--- src/rtl/mips_pkg.sv ---
// mips_pkg: shared widths, NOP word, fetch fault codes and instruction-memory FSM states.
package mips_pkg;

    localparam int INSTR_W = 32;
    localparam logic [INSTR_W-1:0] NOP = 32'h0000_0000;

    typedef enum logic [1:0] {
        FLT_OK       = 2'b00,
        FLT_MISALIGN = 2'b01,
        FLT_RANGE    = 2'b10
    } flt_t;

    typedef enum logic {
        RUN  = 1'b0,
        LOAD = 1'b1
    } imem_state_t;

endpackage

--- src/rtl/imem_loader.sv ---
// imem_loader: RUN/LOAD control for run-time program loading into the instruction memory.
//  clk, rst        clock, asynchronous active-high reset
//  ld_start_i      enter LOAD from RUN and restart the write pointer
//  ld_valid_i      write the current load word (honoured only in LOAD)
//  ld_last_i       current load word is the last one of the image
//  state_o         RUN or LOAD
//  wptr_o, we_o    memory write address and write enable
//  ld_ready_o      high while in LOAD
//  ld_done_o       one-cycle pulse after the final write
module imem_loader
    import mips_pkg::*;
#(
    parameter int DEPTH = 128,
    parameter int AW    = $clog2(DEPTH)
) (
    input  logic          clk,
    input  logic          rst,
    input  logic          ld_start_i,
    input  logic          ld_valid_i,
    input  logic          ld_last_i,
    output imem_state_t   state_o,
    output logic [AW-1:0] wptr_o,
    output logic          we_o,
    output logic          ld_ready_o,
    output logic          ld_done_o
);

    imem_state_t   state_q;
    logic [AW-1:0] wptr_q;
    logic          done_q;

    assign state_o    = state_q;
    assign wptr_o     = wptr_q;
    assign we_o       = (state_q == LOAD) & ld_valid_i;
    assign ld_ready_o = state_q == LOAD;
    assign ld_done_o  = done_q;

    // Writing the top word ends the load even without ld_last, so the pointer never runs past the array.
    always_ff @(posedge clk or posedge rst) begin
        if (rst) begin
            state_q <= RUN;
            wptr_q  <= '0;
            done_q  <= 1'b0;
        end else begin
            done_q <= 1'b0;
            if (state_q == RUN) begin
                if (ld_start_i) begin
                    state_q <= LOAD;
                    wptr_q  <= '0;
                end
            end else if (ld_valid_i) begin
                wptr_q <= wptr_q + 1'b1;
                if (ld_last_i || wptr_q == AW'(DEPTH - 1)) begin
                    state_q <= RUN;
                    done_q  <= 1'b1;
                end
            end
        end
    end

endmodule

--- src/rtl/inst_mem_fetch.sv ---
// inst_mem_fetch: instruction memory with registered 1-cycle fetch, handshake, flush, faults and optional load port.
module inst_mem_fetch
  import mips_pkg::*;
#(
  parameter int                DATA_W    = INSTR_W,
  parameter int                DEPTH     = 128,
  parameter int                ADDR_W    = 32,
  parameter string             INIT_FILE = "",
  parameter logic [DATA_W-1:0] NOP_INSTR = DATA_W'(NOP)
) (
  input  logic              clk,
  input  logic              rst,
  input  logic              req_valid,
  output logic              req_ready,
  input  logic [ADDR_W-1:0] req_addr,
  input  logic              flush,
  output logic              rsp_valid,
  input  logic              rsp_ready,
  output logic [DATA_W-1:0] rsp_instr,
  output logic [ADDR_W-1:0] rsp_addr,
  output logic [1:0]        rsp_fault
`ifdef IMEM_LOAD_EN
  ,
  input  logic              ld_start,
  input  logic              ld_valid,
  output logic              ld_ready,
  input  logic [DATA_W-1:0] ld_data,
  input  logic              ld_last,
  output logic              ld_done
`endif
);
  localparam int AW = $clog2(DEPTH);
  logic [DATA_W-1:0] mem [DEPTH];
  imem_state_t       state;
  logic              accept;
  logic              misaligned;
  logic              in_range;
  flt_t              fault_d;
  flt_t              fault_q;
  logic [DATA_W-1:0] instr_d;
  logic [DATA_W-1:0] instr_q;
  logic [ADDR_W-1:0] addr_q;
  logic              valid_d;
  logic              valid_q;
`ifdef IMEM_LOAD_EN
  logic [AW-1:0] wptr;
  logic          we;
  imem_loader #(
    .DEPTH (DEPTH),
    .AW    (AW)
  ) u_loader (
    .clk        (clk),
    .rst        (rst),
    .ld_start_i (ld_start),
    .ld_valid_i (ld_valid),
    .ld_last_i  (ld_last),
    .state_o    (state),
    .wptr_o     (wptr),
    .we_o       (we),
    .ld_ready_o (ld_ready),
    .ld_done_o  (ld_done)
  );
  always_ff @(posedge clk) begin
    if (we) mem[wptr] <= ld_data;
  end
`else
  assign state = RUN;
`endif
  assign req_ready  = (state == RUN) & ~flush & (~valid_q | rsp_ready);
  assign accept     = req_valid & req_ready;
  assign misaligned = |req_addr[1:0];
  assign in_range   = req_addr[ADDR_W-1:2] < (ADDR_W-2)'(DEPTH);
  always_comb begin
    fault_d = misaligned ? FLT_MISALIGN : (in_range ? FLT_OK : FLT_RANGE);
    instr_d = (fault_d == FLT_OK) ? mem[req_addr[AW+1:2]] : NOP_INSTR;
    valid_d = (state != RUN || flush) ? 1'b0 : (accept ? 1'b1 : valid_q & ~rsp_ready);
  end
  always_ff @(posedge clk or posedge rst) begin
    if (rst) begin
      valid_q <= 1'b0;
      instr_q <= NOP_INSTR;
      addr_q  <= '0;
      fault_q <= FLT_OK;
    end else begin
      valid_q <= valid_d;
      if (accept) begin
        instr_q <= instr_d;
        addr_q  <= req_addr;
        fault_q <= fault_d;
      end
    end
  end
  assign rsp_valid = valid_q;
  assign rsp_instr = instr_q;
  assign rsp_addr  = addr_q;
  assign rsp_fault = fault_q;
endmodule

--- config.mk ---
export PLATFORM = sky130hd
export DESIGN_NAME = inst_mem_fetch
export DESIGN_NICKNAME = d
export VERILOG_FILES = /design/src/rtl/mips_pkg.sv /design/src/rtl/imem_loader.sv /design/src/rtl/inst_mem_fetch.sv
export SDC_FILE = /design/constraint.sdc
export NUM_CORES = 1
export LEC_CHECK = 0
export CORE_MARGIN = 10
export CORE_UTILIZATION = 40
export DETAILED_ROUTE_END_ITERATION = 10
export GPL_TIMING_DRIVEN = 1
export PLACE_DENSITY = 0.85
export REMOVE_ABC_BUFFERS = 1
export SLEW_MARGIN = 25
export SYNTH_ARGS = -nofsm -noshare
export SYNTH_HDL_FRONTEND = slang
export SYNTH_HIERARCHICAL = 1
export SYNTH_SLANG_ARGS = --single-unit
--- constraint.sdc ---
create_clock -name clk -period 3.1 [get_ports clk]
set_clock_uncertainty 0.05 [all_clocks]
set_input_delay 0.465 -clock clk [delete_from_list [all_inputs] [get_ports clk]]
set_output_delay 0.465 -clock clk [all_outputs]
set_load 0.03 [all_outputs]
# == Word level (Yosys, flattened, before mapping) ==
# Index checks and enable logic that the tools add are counted.
# op_classes
magnitude_cmp,1
n_mux,5
bitwise_logic,7
n_reduce_logical,2
# op_table
cell,count
2-to-1 mux 32 bit,1
"< comparator 30 x 8 -> 1 bit, second input constant",1
2-to-1 mux 2 bit,2
bitwise AND 1 bit,3
NOT 1 bit,3
zero test 2 bit,1
2-to-1 mux 1 bit,2
OR reduction 2 bit,1
OR 1 bit,1
# totals
reg_bits,67
inputBits,37
wordCells,19

# == Longest topological paths before layout ==
# Gate-level depths: netlist (run 1).
# depth
word_depth,6
mapped_depth,5
ltp_nobuf,4

# == Worst setup path after synthesis (run 1) ==
# Ideal clock, no wire load.
# synth_path
kind,register -> register
from,register valid_q (netlist: rsp_valid)
to,register addr_q[10] (netlist: rsp_addr[10])
arrival_ps,1575
t_required_ps,2925
path_slack_ps,1350
stages_incl_launch_ff,6
synth_period_minus_slack_ps,1750
cell_sequence,dfrtp_1 > nor2b_4 > or3b_1 > buf_6 > buf_12 > mux2_4
# synth_between
elab_chain_cells,4
# synth_lines
item,line_no,source
"start, declared",inst_mem_fetch.sv:44,logic valid_q;
"start signal, assigned",inst_mem_fetch.sv:85,valid_q <= valid_d;
NOT 1 bit,inst_mem_fetch.sv:69,assign req_ready = (state == RUN) & ~flush & (~valid_q | rsp_ready);
OR 1 bit,inst_mem_fetch.sv:69,
bitwise AND 1 bit,inst_mem_fetch.sv:69,
bitwise AND 1 bit,inst_mem_fetch.sv:70,assign accept = req_valid & req_ready;
"end signal, assigned",inst_mem_fetch.sv:88,addr_q <= req_addr;
"end, declared",inst_mem_fetch.sv:42,logic [ADDR_W-1:0] addr_q;
# No other way between the ends.
# A chain may end at the register's enable or synchronous reset.

# == Final worst setup path (run 1) ==
# layout_path
from,input port rsp_ready
to,output port req_ready
# layout_between
elab_chain_cells,2
# layout_lines
item,line_no,source
"start, declared",inst_mem_fetch.sv:18,"input logic rsp_ready,"
OR 1 bit,inst_mem_fetch.sv:69,
bitwise AND 1 bit,inst_mem_fetch.sv:69,
"end, declared",inst_mem_fetch.sv:14,"output logic req_ready,"
# No other way between the ends.

==> metrics.md, run 1 <==
| Metric | Value |
|---|---|
| Status | complete, no violations |
| Final WL | 4140 µm |
| Initial antenna violation count | 0 |
| Unique masters post-synth | 17 |
| Period utilisation layout | 0.738 |
| Ys Warns | 6 |
| Ant diodes | 0 |
| Routed wire per std cell | 16.5 µm |
| Finished Layout Cells | 251 |
| Clk buf depth | 2 |
| Remaining global-route overflow | 0 |
| Via density per instance | roughly 4.3 |
| Crit path buf inv count | 2 |
| Critical Path RT | about 2.6 ns |
| Cts hold-fix bufs | 0 |
| Initial Utilization | 0.409 |
| Total die area | 7480 µm² |
| CP Cell Sequence | clkdlybuf4s50_1 > nor2b_4 > nor2_1 > clkdlybuf4s50_1 |
| CTS tree | done |
| Multi-input logic area | slightly below 700 µm² |
| Final Critical Period | between 2 and 2.5 ns |
| Gp weighted congestion | between 0.7 and 0.8 |
| Largest net degree at the start of global routing | 36 |
| Crit end category | output pin |
| Worst Setup Start Kind | input port |
| Core region area | between 4000 and 5000 µm² |
| Max Clk Rate | about 440 MHz |
| Crit path largest cell delay | just under 0.7 ns |
| Total GRT Usage | 0.111 |
| FILL cells | around 360 |
| H-tree levels | 2 |
| CTS Root Cell | clkbuf_8 |
| VDD IR-drop max | around 240 µV |
| Mapped Avg Cell Area | approximately 14 µm² |
| Max Cap Viol | 0 |
| Final hold slack | about 0.46 ns |
| Least-Margin Pin Slew | about 0.64 ns |
| CTS Buf Count | 5 |
| HPWL after detailed placement | roughly 3400 µm |
| Top Ports | ~110 |
| Final #Nets | about 240 |
| Crit Path Category | in -> out |
| Flops & latches, synth | 35 |
| Hold Path Class | reg -> reg |
| CP Launch Point | rsp_ready |
| Area growth from synthesis to final layout | 41.6% |
| Most used cell, CP | clkdlybuf4s50_1 |
| Clock sinks | 35 |
| Register area share after synthesis | 0.496 |
| Vias in the first global route | approximately 1200 |
| Seq. cell area | between 800 and 900 µm² |
| Final setup fails | 0 |
| Proportion of layout cells with a drive suffix above 1 | 0.221 |
| Delay-heaviest family, CP | buffers and inverters |
| Cell row count | 24 |
| Reg2Reg Launch Point | rsp_valid |
| Hold Startpoint | rsp_addr[3] |
| Worst slew margin | 0.574 |
| Pre-Repair DR Iteration Count | 4 |
| Final setup margin | roughly 0.81 ns |
| Slowest-stage cell, CP | clkdlybuf4s50_1 |
| Vias | 1078 |
| Drc violations | 0 |
| Dpl ws | around 0.58 ns |
| Iteration-0 DRC Markers | 26 |
| Reg clk slew, reported paths | approximately 0.070 ns |
| Placed instance count | 243 |
| Post-Synthesis Cells | ~120 |
| Final TNS setup | 0 ns |
| Die width | roughly 86 µm |
| Antenna Violating Nets Remaining | 0 |
| Fin. Hold Viols | 0 |
| Post-Synthesis Cell Area | between 1500 and 2000 µm² |
| Overall die height | 86.5 µm |
| Setup Fix Bufs, Post-CTS | 0 |
| PwrDens | roughly 630 nW/µm² |
| Arr. time, crit path | between 1.5 and 2 ns |
| Slew Limit Fails | 0 |
| Port-buffer cells | 72 |
| First-pass GRT wire length | 6440 µm |
| P_leak | 1.18 nW |
| Later-pin clock latency in the skew report | approximately 0.28 ns |
| Post-CTS Resized | 0 |
| RSZ-0062 raised after global routing | false |
| CP Max Fanout | 3 |
## logic make-up (layout without fill, tap and decap cells)
logic type,Yosys count,after routing,share of synthesized area
mux,32,32,0.263
simple gates,14,14,0.0503
other cells,1,32,0.00212
compound gates,2,2,0.00779
buf+inv,38,84,0.181
flops,35,35,0.496
## final timing paths
| kind | endpoint | slack [ns] | depth (start not counted) |
|---|---|---|---|
| worst min-delay path | rsp_addr[3] | 0.46 | 1 |
| max in group asynchronous | rsp_addr[28] | 2.17 | 3 |
| worst max register to register | rsp_addr[20] | 1.11 | 4 |
| worst max-delay path | req_ready | 0.81 | 4 |
| worst min register to register | rsp_addr[3] | 0.46 | 1 |
| min in group asynchronous | rsp_addr[2] | 0.52 | 3 |
## per-layer routing
metal,vias to the layer above,share of wire,global-route usage
li1,503,-,-
met1,513,0.40,0.125
met2,56,0.50,0.178
met3,6,0.084,0.0469
met4,0,0.014,0.0530
met5,-,0,0
## cell type report
cell class                      instances  area share
Multi-Input combinational cell         80       0.275
Inverter                                2     0.00300
Clock buffer                            6      0.0330
Timing Repair Buffer                   74       0.299
Sequential cell                        35       0.350
Tap cell                               52      0.0260
Clock inverter                          2      0.0140
## sequential cells by signal, summed over array words and instances, names as in the netlist
signal,flops
rsp_addr,32
rsp_fault,2
rsp_valid,1
## power breakdown
part	total [mW]	internal [mW]	switching (mW)
Clock	0.423	0.260	0.163
Combinational	0.567	0.268	0.299
Sequential	0.576	0.532	0.0435
## cell usage after synthesis
library cell	number	share of area
and4_1	1	0.0050
a21oi_1	1	0.0028
buf_6	1	0.0064
nand3_1	1	0.0028
nor3_1	2	0.0057
dfrtp_1	35	0.50
nor4_1	5	0.018
conb_1	1	0.0021
buf_12	3	0.034
a22o_1	1	0.0050
mux2_2	4	0.025
buf_4	32	0.14
mux2_4	28	0.24
inv_1	2	0.0043
nor2_1	3	0.0064
or3b_1	1	0.0050
nor2b_4	1	0.0078
## worst reg2reg max path, stage by stage, from the launching register on
cell and delay, ns:
dfrtp_1 0.38, nor2b_4 0.13, or3b_2 0.73, buf_12 0.28, mux2_4 0.30
## placed cells by master, fill, tap and decap left out, types with 2 or more instances in the layout
master | synthesis | layout
nor2_1 | 3 | 3
nor4_1 | 5 | 5
mux2_4 | 28 | 28
clkdlybuf4s50_1 | 0 | 72
conb_1 | 1 | 32
dfrtp_1 | 35 | 35
inv_1 | 2 | 2
mux2_2 | 4 | 4
nor3_1 | 2 | 2
clkbuf_8 | 0 | 6
## per-stage QoR
step / power [mW] / utilization / cell area (µm²)
6_report: 1.57 / 0.579 / 2500
5_1_grt: 1.63 / 0.579 / 2500
3_5_place_dp: 1.16 / 0.552 / 2380
2_1_floorplan: 0.914 / - / 1570
3_3_place_gp: 1.15 / 0.552 / 2380
4_1_cts: 1.59 / 0.579 / 2500
(Power assumes the default switching activity.)
==> inputs of run 2 (changes only) <==
--- a/config.mk
+++ b/config.mk
@@ -6,10 +6,10 @@
 export NUM_CORES = 1
 export LEC_CHECK = 0
 export CORE_MARGIN = 10
-export CORE_UTILIZATION = 40
+export CORE_UTILIZATION = 37
 export DETAILED_ROUTE_END_ITERATION = 10
 export GPL_TIMING_DRIVEN = 1
-export PLACE_DENSITY = 0.85
+export PLACE_DENSITY = 0.79
 export REMOVE_ABC_BUFFERS = 1
 export SLEW_MARGIN = 25
 export SYNTH_ARGS = -nofsm -noshare
==> constraint.sdc (replaced) <==
create_clock -name clk -period 2.22 [get_ports clk]
set_clock_uncertainty 0.05 [all_clocks]
set_input_delay 0.333 -clock clk [delete_from_list [all_inputs] [get_ports clk]]
set_output_delay 0.333 -clock clk [all_outputs]
set_load 0.03 [all_outputs]
==> run 2 against run 1 <==
Effect of this change: setup slack got worse by 0.61 ns; via count fell by 0.28%; core utilization fell by 3.7 points; die area rose by 6.2%; sequential share of layout area fell by 0.31 points; critical endpoint unchanged.
==> metrics.md, run 2 (synthesis gave the netlist of run 1 again) <==
| Metric | Value |
|---|---|
| Post-CTS Resized | 0 (unchanged) |
| P_leak | 1.19 nW (was 1.18 nW) |
| Total GRT Usage | 0.103 (was 0.111) |
| Routed wire per std cell | 16.4 µm (was 16.5 µm) |
| Final setup fails | 0 (unchanged) |
| Top Ports | 105 (unchanged) |
| Core region area | 4660 µm² (was 4320 µm²) |
| PwrDens | 866 nW/µm² (was 626 nW/µm²) |
| FILL cells | 403 (was 362) |
| Cts hold-fix bufs | 0 (unchanged) |
| Worst Setup Start Kind | input port (unchanged) |
| Final Critical Period | 2.02 ns |
| Ant diodes | 0 (unchanged) |
| Iteration-0 DRC Markers | 21 (was 26) |
| Initial antenna violation count | 0 (unchanged) |
| CP Cell Sequence | clkdlybuf4s50_1 > nor2b_4 > nor2_1 > clkdlybuf4s50_1 (unchanged) |
| Overall die height | 89.1 µm (was 86.5 µm) |
| Slowest-stage cell, CP | clkdlybuf4s50_1 (unchanged) |
| Slew Limit Fails | 0 (unchanged) |
| R2R Path End | rsp_fault[1] (was rsp_addr[20]) |
| Max Cap Viol | 0 (unchanged) |
| Placed instance area | 2410 µm² (was 2380 µm²) |
| Placed instance count | 246 (was 243) |
| Reg2Reg Setup Slack | 0.51 ns (was 1.11 ns) |
| CTS Buf Count | 5 (unchanged) |
| First-pass GRT wire length | 6290 µm (was 6440 µm) |
| CTS Root Cell | clkbuf_8 (unchanged) |
| Crit Path Category | in -> out (unchanged) |
| Gp weighted congestion | 0.679 (was 0.710) |
| Clk buf depth | 2 (unchanged) |
| Port-buffer cells | 72 (unchanged) |
| Initial Utilization | 0.379 (was 0.409) |
| Status | complete, no violations (unchanged) |
| R2r worst-path depth | 5 (was 4) |
| RSZ-0062 raised after global routing | false (unchanged) |
| Most frequent cells in the layout | clkdlybuf4s50_1 (72), dfrtp_1 (35), conb_1 (32) (unchanged) |
| CTS tree | done (unchanged) |
| Commonest non-fill, non-tap cell in the layout | clkdlybuf4s50_1 (unchanged) |
| Later-pin clock latency in the skew report | 0.28 ns (about the same) |
| Remaining global-route overflow | 0 (unchanged) |
| VDD IR-drop max | 371 µV (was 237 µV) |
| Most used cell, CP | clkdlybuf4s50_1 (unchanged) |
| Die width | 89.1 µm (was 86.5 µm) |
| Final WL | 4180 µm (was 4140 µm) |
| Pre-Repair DR Iteration Count | 4 (unchanged) |
| Cell row count | 25 (was 24) |
| Finished Core Util | 0.542 (was 0.579) |
| Antenna Violating Nets Remaining | 0 (unchanged) |
| Reg2Reg Launch Point | rsp_valid (unchanged) |
| Finished Layout Cells | 254 (was 251) |
| Clock sinks | 35 (unchanged) |
| CP Launch Point | rsp_ready (unchanged) |
| Proportion of layout cells with a drive suffix above 1 | 0.225 (was 0.221) |
| Final #Nets | 236 (was 235) |
| Setup Fix Bufs, Post-CTS | 0 (unchanged) |
| Period utilisation layout | 0.909 |
| Critical path depth in cells | 4 (unchanged) |
| Vias in the first global route | 1239 (was 1204) |
| Post-route cell area | 2520 µm² (was 2500 µm²) |
| Crit end category | output pin (unchanged) |
| Crit path largest cell delay | 0.67 ns (was 0.68 ns) |
| Hold Path Class | in -> async (was reg -> reg) |
| Final setup margin | 0.202 ns (was 0.812 ns) |
| CP Max Fanout | 3 (unchanged) |
| HPWL after detailed placement | 3340 µm (was 3410 µm) |
| Pwr Total | 2.19 mW (was 1.57 mW) |
| Dpl ws | 0.0858 ns (was 0.580 ns) |
| Max FFs per register | 32 (unchanged) |
| Arr. time, crit path | 1.64 ns (was 1.77 ns) |
| Largest net degree at the start of global routing | 36 (unchanged) |
| Final hold slack | 0.400 ns (was 0.460 ns) |
| Drc violations | 0 (unchanged) |
| Delay-heaviest family, CP | buffers and inverters (unchanged) |
| H-tree levels | 2 (unchanged) |
| Reg clk slew, reported paths | 0.07 ns (about the same) |
| Via density per instance | 4.23 (was 4.29) |
| Vias | 1075 (was 1078) |
| Area growth from synthesis to final layout | 42.9% (was 41.6%) |
| Fin. Hold Viols | 0 (unchanged) |
| Critical Path RT | 1.84 ns (was 2.58 ns) |
| Crit path buf inv count | 2 (unchanged) |
| Max Clk Rate | between 400 and 500 MHz |
| Total die area | 7940 µm² (was 7480 µm²) |
| Final TNS setup | 0 ns (unchanged) |
run 2: per-layer routing:
layer / global-route usage / up-vias / wire length (µm)
met5: 0 / - / 0
met2: 0.149 / 66 / 1820
met3: 0.0574 / 5 / 490
li1: - / 501 / -
met1: 0.128 / 503 / 1820
met4: 0.0303 / 0 / 44
run 2: how the worst max path moves through the flow:
stage	endpoint
floorplan	rsp_addr[24]
global placement	rsp_addr[20]
detailed placement	rsp_fault[1]
global route	req_ready
CTS	req_ready
finish	req_ready
run 2: worst register-to-register path: stages, from the launching register on:
cell,delay [ns]
dfrtp_1,0.38
nor2b_4,0.13
or3b_2,0.51
buf_12,0.20
nor3_1,0.22
a22o_1,0.16
run 2: where the power goes:
group | internal, mW | switching (mW) | leakage, nW
combinational | 0.378 | 0.417 | 0.719
clock | 0.363 | 0.226 | 0.0612
sequential | 0.743 | 0.0608 | 0.412
total | 1.48 | 0.703 | 1.19
run 2: area by class of cell:
class | instances | area, µm² | share of cell area
timing repair buffer | 75 | 768 | 0.304
sequential | 35 | 876 | 0.347
clock buffer | 6 | 82.6 | 0.0327
multi-input combinational | 80 | 688 | 0.273
clock inverter | 2 | 35.0 | 0.0139
inverter | 2 | 7.51 | 0.00297
tap | 54 | 67.6 | 0.0268
==> RTL edit 1 (config.mk and constraints of run 2) <==
The parameter `DEPTH` goes from 128 to 64.
--- a/src/rtl/inst_mem_fetch.sv
+++ b/src/rtl/inst_mem_fetch.sv
@@ -5,3 +5,3 @@
   parameter int                DATA_W    = INSTR_W,
-  parameter int                DEPTH     = 128,
+  parameter int                DEPTH     = 64,
   parameter int                ADDR_W    = 32,
Function: changed (Yosys sat finds a counterexample within 4 cycles, from zero or initial values and one cycle with rst high).
==> RTL edit 1 against run 2 <==
Synthesized area fell by 0.99%. Power fell by 6.8%. Wire length rose by 2.2%. Sequential cell count did not move. Design area fell by 1.2%. Via count rose by 2.5%. Setup slack improved by 13 ps. Largest cell class unchanged.
==> RTL edit 1: results <==
layout:
  nets: 238
  layout-drive-gt1-share: 0.213
critical_path:
  arrival_ps: 1620
  cp-startpoint: "rsp_ready"
  cp_max_fo: 2
  worst_r2r_endpoint: "rsp_addr[26]"
  reg2regPathDepth: 4
  max_stage_delay_ps: 680
  rrSetupSlack_ps: 770
timing:
  setup_ws_ps: 215
hold_path:
  hold_class: "in2async"
global_routing:
  grt_util_all_layers: 0.106
  grt_pass1_vias: 1269
  grt_first_pass_wirelength_um: 6330
detailed_routing:
  vias_per_cell: 4.34
  drt_first_iter_violations: 23
  wirelength_um: 4270
synthesis:
  synth_area_leaders: "dfrtp_1 50%, mux2_4 25%, buf_4 14%, nor4_1 2.1%, buf_6 1.9%"
  synthTopCellsByCount: "35 x dfrtp_1, 32 x buf_4, 29 x mux2_4"
  ys_seq_area_frac: 0.501
  synth.distinct_cells: 18
power_and_ir_drop:
  peakVddDrop_mv: 0.420
  power_switching_share: 0.342
  leakagePower_nw: 1.17
place:
  place_ws_ps: 219
  dpl.hpwl_um: 3440
  place_congestion: 0.692
outcome:
  status: "finished, final reports clean"
## RTL edit 1: worst min-delay path by stage
stage / from / to / slack [ps]
floorplan: flush / rsp_valid / 350
global placement: rsp_fault[1] / rsp_fault[1] / 440
detailed placement: rsp_fault[0] / rsp_fault[0] / 440
CTS: rst / rsp_fault[0] / 420
global route: rst / rsp_addr[19] / 450
finish: rst / rsp_addr[17] / 400
## RTL edit 1: power groups by stage
stage	clock network [mW]	registers [mW]	logic, mW
6_report	0.435	0.802	0.802
3_3_place_gp	0	0.809	0.801
2_1_floorplan	0	1.02	0.257
4_1_cts	0.460	0.803	0.810
5_1_grt	0.491	0.817	0.839
3_5_place_dp	0	0.813	0.807
## RTL edit 1: kinds of logic (layout without fill, tap and decap cells)
| kind of cell | after synthesis | after routing | synth area share |
|---|---|---|---|
| buf+inv | 36 | 84 | 0.159 |
| flops | 35 | 35 | 0.501 |
| mux | 32 | 32 | 0.268 |
| simple gates | 17 | 17 | 0.0622 |
| compound gates | 2 | 2 | 0.00787 |
| other cells | 1 | 32 | 0.00214 |
## RTL edit 1: area by class of cell
cell class                 instances  area (um2)
timing repair buffer              75         756
clock buffer                       7        76.3
multi-input combinational         83         712
clock inverter                     1        5.00
fill                             386        1980
sequential                        35         876
tap                               52        65.1
inverter                           1        3.75
## RTL edit 1: through the flow
stage	cell area (um2)	hold WS [ps]	instances	total power [mW]
2_1_floorplan	1590	349	119	1.28
3_5_place_dp	2410	445	246	1.62
6_report	2490	402	254	2.04
4_1_cts	2490	420	254	2.07
5_1_grt	2490	453	254	2.15
3_3_place_gp	2410	438	246	1.61
## RTL edit 1: per-layer routing
metal,global-route usage,up-vias,routed length [um]
met5,0,-,0
met1,0.126,525,1750
met2,0.168,63,2060
li1,-,508,-
met3,0.0515,6,421
met4,0.0264,0,35
## RTL edit 1: worst max-delay path, delay by kind of cell
kind | cells | cell delay, ps
buf+inv | 2 | 1150
simple gates | 2 | 140
==> RTL edit 2 (settings of run 2) <==
Made on the original files. Put one more register stage on the output `rsp_fault`, cleared by the reset. The value now appears one clock later. The other outputs are not delayed to match.
--- a/src/rtl/inst_mem_fetch.sv
+++ b/src/rtl/inst_mem_fetch.sv
@@ -95,3 +95,9 @@
   assign rsp_addr  = addr_q;
-  assign rsp_fault = fault_q;
+  always_ff @(posedge clk or posedge rst) begin
+    if (rst) begin
+      rsp_fault <= '0;
+    end else begin
+      rsp_fault <= fault_q;
+    end
+  end
 endmodule
Check against the original RTL: not equivalent (Yosys sat finds a counterexample within 4 cycles, from zero or initial values and one cycle with rst high).
==> RTL edit 2 against run 2 <==
Sequential cell count rose by 2. Design area up 1.9%. Clock power up 2%. Via count increased by 4.2%. Synthesized area rose by 2.8%. Register-to-register slack got worse by 50 ps. Wire length rose by 1.8%. Global-route usage increased by 0.23 points. Die area grew 2.2%. Setup slack worse by 4.0 ps. Power up 2.2%. Critical path type unchanged. Largest cell class unchanged. Highest routed layer unchanged.
==> RTL edit 2: results <==
global_routing:
  grt_max_degree: 38
  grtUsageMet3: 0.0507
  grt_util_all_layers: 0.106
  grtUsageMet1: 0.120
  grt_first_pass_wirelength_um: 6870
  grt_pass1_vias: 1330
synthesis:
  ys_seq_area_frac: 0.510
  synth_area_leaders: "dfrtp_1 51%, mux2_4 23%, buf_4 13%, buf_12 3.3%, mux2_2 2.5%"
  synthTopCellsByCount: "37 x dfrtp_1, 32 x buf_4, 28 x mux2_4"
critical_path:
  rrSetupSlack_ps: 460
  cp-startpoint: "rsp_ready"
  worst_r2r_endpoint: "fault_q[1]"
outcome:
  status: "finished, final reports clean"
detailed_routing:
  wirelength_um: 4260
  drt_first_iter_violations: 23
  vias: 1120
  first_pass_iters: 2
clocking:
  clockBufferDepth: 2
  clkTransAtPathRegs_ps: 70
place:
  placed_area_mm2: 0.00245
  place_congestion: 0.640
  dpl.hpwl_um: 3400
  place_ws_ps: 28.8
power_and_ir_drop:
  leakagePower_nw: 1.20
  peakVddDrop_mv: 0.345
layout:
  layout-drive-gt1-share: 0.219
  nets: 237
  nFillCells: 442
  n_antenna_cell: 0
timing:
  setup_ws_ps: 198
  tns_ps: 0
hold_path:
  hold_class: "reg2reg"
-- RTL edit 2: cell count changes in the layout (fill, tap and decap cells not counted) --
cell        delta
clkinv_2       -1
clkinvlp_4     +1
dfrtp_1        +2
buf_12         -1
-- RTL edit 2: worst min-delay path by stage --
stage | startpoint | endpoint | slack (ps) | cells past startpoint
after global placement | fault_q[0] | rsp_fault[0] | 310 | 0
after detailed placement | fault_q[1] | rsp_fault[1] | 320 | 0
after floorplan | fault_q[0] | rsp_fault[0] | 300 | 0
final | fault_q[0] | rsp_fault[0] | 330 | 0
after global routing | fault_q[0] | rsp_fault[0] | 360 | 0
after CTS | fault_q[0] | rsp_fault[0] | 340 | 0
-- RTL edit 2: through the flow --
stage / cells / hold WS, ps / utilization
after floorplan: 119 / 304 / -
after global placement: 260 / 310 / 0.516
after detailed placement: 260 / 320 / 0.516
after CTS: 268 / 344 / 0.541
after global routing: 268 / 357 / 0.541
final: 268 / 331 / 0.541
-- RTL edit 2: final cells by class --
cell class / count / area share
flip-flops and latches: 37 / 0.360
clock inverters: 2 / 0.0146
well taps: 67 / 0.0326
multi-input cells: 80 / 0.267
repair buffers: 74 / 0.291
inverters: 2 / 0.00292
clock buffers: 6 / 0.0321
-- RTL edit 2: cell families after synthesis --
kind of cell    Yosys count  synth area share
flops                    37             0.510
compound gates            2           0.00757
buf+inv                  38             0.176
mux                      32             0.256
simple gates             14            0.0489
other cells               1           0.00206
-- RTL edit 2: per-layer routing --
metal / up-vias / wire length [um]
met3: 9 / 406
li1: 510 / -
met5: - / 0
met2: 64 / 1990
met1: 537 / 1790
met4: 0 / 63
-- RTL edit 2: report_power, final --
group | internal [mW] | switching, mW | total (mW) | leakage (nW)
registers | 0.783 | 0.0598 | 0.843 | 0.435
logic | 0.375 | 0.418 | 0.793 | 0.709
clock network | 0.365 | 0.235 | 0.600 | 0.0574
total | 1.52 | 0.713 | 2.24 | 1.20
